<file path="config.mk">
export PLATFORM = sky130hd
export DESIGN_NAME = alu_sweep_master
export DESIGN_NICKNAME = d
export VERILOG_FILES = /design/src/rtl/alu_sweep_master.sv
export SDC_FILE = /design/constraint.sdc
export NUM_CORES = 1
export LEC_CHECK = 0
export CAP_MARGIN = 20
export CORE_MARGIN = 2
export CORE_UTILIZATION = 45
export CTS_CLUSTER_DIAMETER = 100
export DETAILED_ROUTE_END_ITERATION = 6
export GPL_ROUTABILITY_DRIVEN = 0
export PLACE_DENSITY = 0.77
export SETUP_SLACK_MARGIN = 0.5
export SYNTH_ARGS = -nofsm -noshare
export SYNTH_HDL_FRONTEND = slang
export SYNTH_SLANG_ARGS = --single-unit
</file>
<file path="constraint.sdc">
create_clock -name clk -period 5.1 [get_ports clk]
set_clock_uncertainty 0.15 [all_clocks]
set_input_delay 1.02 -clock clk [delete_from_list [all_inputs] [get_ports clk]]
set_output_delay 1.02 -clock clk [all_outputs]
set_load 0.03 [all_outputs]
</file>
<file path="src/rtl/alu_sweep_master.sv">
// alu_sweep_master: BIST initiator that sweeps all 8 ALU ops over 256 operand pairs and checks results.
// Ports:
//   clk, rst_n            clock, async active-low reset
//   start, abort          begin a sweep (IDLE/DONE only), terminate a running sweep
//   result_in[3:0]        result nibble from the ALU responder
//   op_a, op_b, op_code   registered vector driven toward the ALU (op_code[3] always 0)
//   busy, done, pass      sweep status
//   err_count[7:0]        saturating mismatch count
//   fail_valid, fail_vec[10:0], fail_got[3:0]  first-failure record {op,a,b} and observed result
module alu_sweep_master #(
  parameter int SETTLE_CYCLES = 2
) (
  input  logic        clk,
  input  logic        rst_n,
  input  logic        start,
  input  logic        abort,
  input  logic [3:0]  result_in,
  output logic [3:0]  op_a,
  output logic [3:0]  op_b,
  output logic [3:0]  op_code,
  output logic        busy,
  output logic        done,
  output logic        pass,
  output logic [7:0]  err_count,
  output logic        fail_valid,
  output logic [10:0] fail_vec,
  output logic [3:0]  fail_got
);
  typedef enum logic [2:0] {IDLE, DRIVE, SETTLE, CHECK, DONE} state_t;
  state_t state_q, state_d;
  logic [10:0] idx_q, idx_d, fail_vec_q, fail_vec_d;
  logic [3:0] cnt_q, cnt_d, op_a_q, op_a_d, op_b_q, op_b_d, op_code_q, op_code_d, fail_got_q, fail_got_d;
  logic [7:0] err_q, err_d;
  logic busy_q, busy_d, done_q, done_d, pass_q, pass_d, fail_valid_q, fail_valid_d;
  logic [3:0] expected;
  always_comb begin
    expected = 4'h0;
    case (op_code_q[2:0])
      3'd0: expected = op_a_q + op_b_q;
      3'd1: expected = op_a_q - op_b_q;
      3'd2: expected = op_a_q & op_b_q;
      3'd3: expected = op_a_q | op_b_q;
      3'd4: expected = (op_a_q == op_b_q) ? 4'hF : 4'h0;
      3'd5: expected = ~op_a_q;
      3'd6: expected = (op_a_q > op_b_q) ? 4'hF : 4'h0;
      default: expected = (op_a_q < op_b_q) ? 4'hF : 4'h0;
    endcase
  end
  always_comb begin
    state_d      = state_q;
    idx_d        = idx_q;
    cnt_d        = cnt_q;
    op_a_d       = op_a_q;
    op_b_d       = op_b_q;
    op_code_d    = op_code_q;
    err_d        = err_q;
    fail_valid_d = fail_valid_q;
    fail_vec_d   = fail_vec_q;
    fail_got_d   = fail_got_q;
    // abort pre-empts everything, including the CHECK comparison of the current vector
    if (abort && busy_q) state_d = IDLE;
    else begin
      case (state_q)
        IDLE, DONE: if (start) begin
          state_d      = DRIVE;
          idx_d        = '0;
          err_d        = '0;
          fail_valid_d = 1'b0;
          fail_vec_d   = '0;
          fail_got_d   = '0;
        end
        DRIVE: begin
          op_code_d = {1'b0, idx_q[10:8]};
          op_a_d    = idx_q[7:4];
          op_b_d    = idx_q[3:0];
          cnt_d     = 4'(SETTLE_CYCLES - 1);
          state_d   = (SETTLE_CYCLES == 0) ? CHECK : SETTLE;
        end
        SETTLE: begin
          state_d = (cnt_q == 4'd0) ? CHECK : SETTLE;
          cnt_d   = cnt_q - 4'd1;
        end
        CHECK: begin
          if (result_in != expected) begin
            err_d = err_q + 8'(err_q != 8'hFF);
            if (!fail_valid_q) begin
              fail_valid_d = 1'b1;
              fail_vec_d   = {op_code_q[2:0], op_a_q, op_b_q};
              fail_got_d   = result_in;
            end
          end
          state_d = (idx_q == 11'h7FF) ? DONE : DRIVE;
          idx_d   = idx_q + 11'd1;
        end
        default: state_d = IDLE;
      endcase
    end
    busy_d = (state_d == DRIVE) || (state_d == SETTLE) || (state_d == CHECK);
    done_d = state_d == DONE;
    pass_d = done_d && (err_d == 8'd0);
  end
  always_ff @(posedge clk or negedge rst_n) begin
    if (!rst_n) begin
      state_q      <= IDLE;
      idx_q        <= '0;
      cnt_q        <= '0;
      op_a_q       <= '0;
      op_b_q       <= '0;
      op_code_q    <= '0;
      err_q        <= '0;
      fail_valid_q <= 1'b0;
      fail_vec_q   <= '0;
      fail_got_q   <= '0;
      busy_q       <= 1'b0;
      done_q       <= 1'b0;
      pass_q       <= 1'b0;
    end else begin
      state_q      <= state_d;
      idx_q        <= idx_d;
      cnt_q        <= cnt_d;
      op_a_q       <= op_a_d;
      op_b_q       <= op_b_d;
      op_code_q    <= op_code_d;
      err_q        <= err_d;
      fail_valid_q <= fail_valid_d;
      fail_vec_q   <= fail_vec_d;
      fail_got_q   <= fail_got_d;
      busy_q       <= busy_d;
      done_q       <= done_d;
      pass_q       <= pass_d;
    end
  end
  assign op_a       = op_a_q;
  assign op_b       = op_b_q;
  assign op_code    = op_code_q;
  assign busy       = busy_q;
  assign done       = done_q;
  assign pass       = pass_q;
  assign err_count  = err_q;
  assign fail_valid = fail_valid_q;
  assign fail_vec   = fail_vec_q;
  assign fail_got   = fail_got_q;
endmodule

</file>
==> summary.txt <==
Run
  – Max-cap violation count: 0

Critical path
  – Worst reg-to-reg setup slack: between 1000 and 1500 ps
  – Arrival @ worst endpoint: 4010 ps
  – CP cell instances: inv_1, ha_1, or4_4, or4_4, o211ai_2, or2b_2, nor3_1, o31a_1, and2_1, or4_1, nand4b_4, nor4_4
  – Worst Setup End Kind: flip-flop
  – Type of origin of the critical path: flip-flop
  – Critical path buffer and inverter count: 1
  – WS Path Type: flip-flop to flip-flop
  – Reg-to-Reg End: pass
  – R2R cell count: 12
  – Reg-to-Reg Start: op_a[1]
  – Most used cell, CP: or4_4
  – Delay-heaviest family, CP: simple AND/OR/NAND/NOR gates
  – Slowest CP cell: or4_1
  – Largest stage delay on the critical path: about 600 ps
  – CP Max Fanout: 10
  – Worst endpoint required time: a little over 5000 ps
  – Critical path depth: 12

STA
  – Final Critical Period: roughly 4000 ps
  – RSZ-0062 raised after global routing: false
  – Worst slew margin: 0.441
  – Worst-Margin Slew: 838 ps
  – Setup_tns: 0 ps
  – Tcrit/Tclk final: 0.775
  – Slew Limit Fails: 0
  – Max Freq: between 200 and 300 MHz
  – Number of hold violations in the final report: 0
  – # setup viols final: 0

Synthesis
  – Synth warn: 0
  – Top_reg_cell synth: dfrtp_1
  – Average size of a mapped cell: 8.87 µm²
  – Synthesized flop and latch total: 56
  – Share of the synthesized area in the top cell type: 0.424
  – Post-Synthesis Cells: ~370
  – Unique masters post-synth: 59
  – Cell Area, Synth: about 0.0033 mm²
  – Number of synthesized flops with an enable pin: 0
  – Mapped Nets: ~400
  – Area leader, netlist: dfrtp_1
  – Top post-synthesis cells by area: dfrtp_1 42%, nand2_1 7.1%, ha_1 6.1%
  – Sequential share of the synthesized area: 0.424
  – FFs w/ async S/R, synth: 1.00

Clocking
  – Post-cts resize count: 0
  – TritonCTS buffer count: 5
  – CTS Sinks: 56
  – CTS tree: built
  – Postcts setup bufs: 0
  – Clock-pin slew on the worst setup and hold paths: around 120 ps
  – Worst-case clock buffer depth: 2
  – Hold Buf Count CTS: 0
  – Root Driver: clkbuf_8
  – H-tree depth: 2
  – Worst skew pair latency: 320 ps

Finish
  – Commonest non-fill, non-tap cell in the layout: nand2_1
  – Most frequent cells in the layout: 63 x nand2_1, 56 x dfrtp_1, 44 x clkdlybuf4s50_1, 31 x o21ai_0, 25 x nor2_1
  – Layout cell share with drive strength beyond 1: 0.0608
  – Area growth, synth to finish: 18.6%
  – Util after Layout: 0.547
  – Fin cells: 510
  – Design Area, Final: 0.00392 mm²
  – Fin nets: between 400 and 500
  – Antenna Diode Count: 0

Place
  – IO buf count: 45
  – Cell area after placement: approximately 0.0038 mm²
  – DP HPWL: 5480 µm
  – Placed Instances: 501

Pwr
  – Int Pwr: 0.827 mW
  – Clock network fraction of design power: 0.185
  – Sw Share: 0.414
  – NetSw: around 0.6 mW
  – Logic pwr share: 0.413
  – Pleak: 1.67 nW
  – VDD IR max: roughly 280 µV
  – PD cells: about 360 mW/mm²
  – Reg power frac: 0.402

Floorplanning
  – Chip Width: ~90 µm
  – Die Area: just over 0.008 mm²
  – Initial Util: 0.461
  – Placeable Area: about 0.0072 mm²
  – IO Pins: 47
  – Die Y: 89.7 µm
  – Rows: 31

Global route
  – Aggregate global routing overflow: 0
  – Initial antenna violation count: 0
  – Maximum number of pins on one net before global-route repair: 57
  – Vias in the first global route: 2796
  – Global Route Usage Sum: 0.195
  – First-pass GRT wire length: between 10000 and 15000 µm

Detailed routing
  – WL/cell: roughly 15 µm
  – TritonRoute pass-1 iters: 4
  – Antenna-violating nets left: 0
  – Post-route DRC violation count: 0
  – Via density: around 5.6
  – Routed WL: around 7600 µm
  – Via count: between 2000 and 3000
  – 1st-iter DRT viols: about 150

Hold path
  – Class of the worst hold path: flip-flop to flip-flop
  – Cells on Worst Hold Path: 2
  – Hold Crit Start: fail_got[0]
  – Hold endpoint: fail_got[0]

Outcome
  – Status: complete, no violations
==> kinds of logic after synthesis <==
kind of cell | share of synthesized area
simple gates | 0.261
compound gates | 0.157
flops | 0.424
buf+inv | 0.0484
fa+ha+maj | 0.0726
xor+xnor | 0.0238
mux | 0.0125
other cells | 0.00113
==> sequential cells by signal, indices dropped and copies added, names as in the netlist <==
register    flops
err_count       8
fail_got        4
idx_q          11
cnt_q           4
fail_vec       11
op_b            4
op_code         3
busy            1
state_q         3
op_a            4
done            1
fail_valid      1
pass            1
==> cell usage after synthesis (3+ instances only) <==
cell type,n
nor2_1,25
dfrtp_1,56
nand2_1,63
nor4b_1,3
o21ai_0,31
a21oi_1,13
o21ai_1,4
xnor2_1,4
a31oi_1,3
and2_1,3
or2_2,4
ha_1,16
clkbuf_1,15
and3_1,5
nor3b_1,3
or4_1,3
mux2i_1,3
nand3_1,14
nor3_1,5
or3_1,4
o211ai_1,4
xor2_1,5
nor2b_1,3
nor4_1,3
a211o_1,3
nand2b_1,12
a221o_1,3
inv_1,20
==> metal layers <==
metal,GRT usage,wire [µm],share of wire,vias to the layer above
met1,0.254,3380,0.44,1372
met2,0.335,3660,0.48,106
met4,0.0436,84,0.011,0
met5,0,0,0,-
li1,-,-,-,1379
met3,0.0453,471,0.062,8
==> worst max path at each step <==
stage / from / end / slack [ps]
2_1_floorplan: op_a[1] / pass / 1190
3_3_place_gp: op_a[1] / pass / 1300
3_5_place_dp: op_a[1] / pass / 1190
4_1_cts: op_a[1] / pass / 1170
5_1_grt: op_a[1] / pass / 980
6_report: op_a[1] / pass / 1150
==> power groups by stage <==
stage / sequential [mW] / combinational (mW) / clock [mW]
finish: 0.567 / 0.583 / 0.262
global route: 0.581 / 0.651 / 0.290
CTS: 0.567 / 0.578 / 0.272
detailed placement: 0.575 / 0.577 / 0
global placement: 0.572 / 0.562 / 0
floorplan: 0.627 / 0.350 / 0
==> final cells by class <==
class | count | area, µm²
Tap cell | 99 | 124
Inverter | 20 | 75.1
Sequential cell | 56 | 1400
Clock inverter | 3 | 26.3
Clock buffer | 5 | 68.8
Fill cell | 653 | 3250
Timing Repair Buffer | 49 | 475
Multi-Input combinational cell | 278 | 1750
==> worst min-delay path: stages, from the launching register on <==
cell and delay [ps]:
dfrtp_1 360, nand2_1 40, o21ai_0 60
==> stage by stage <==
step	power, mW	setup slack [ps]	hold slack, ps
floorplan	0.977	1190	312
global placement	1.13	1300	311
detailed placement	1.15	1190	323
CTS	1.42	1170	350
global route	1.52	979	374
finish	1.41	1150	346
No activity file was read; power rests on OpenSTA's default activity.
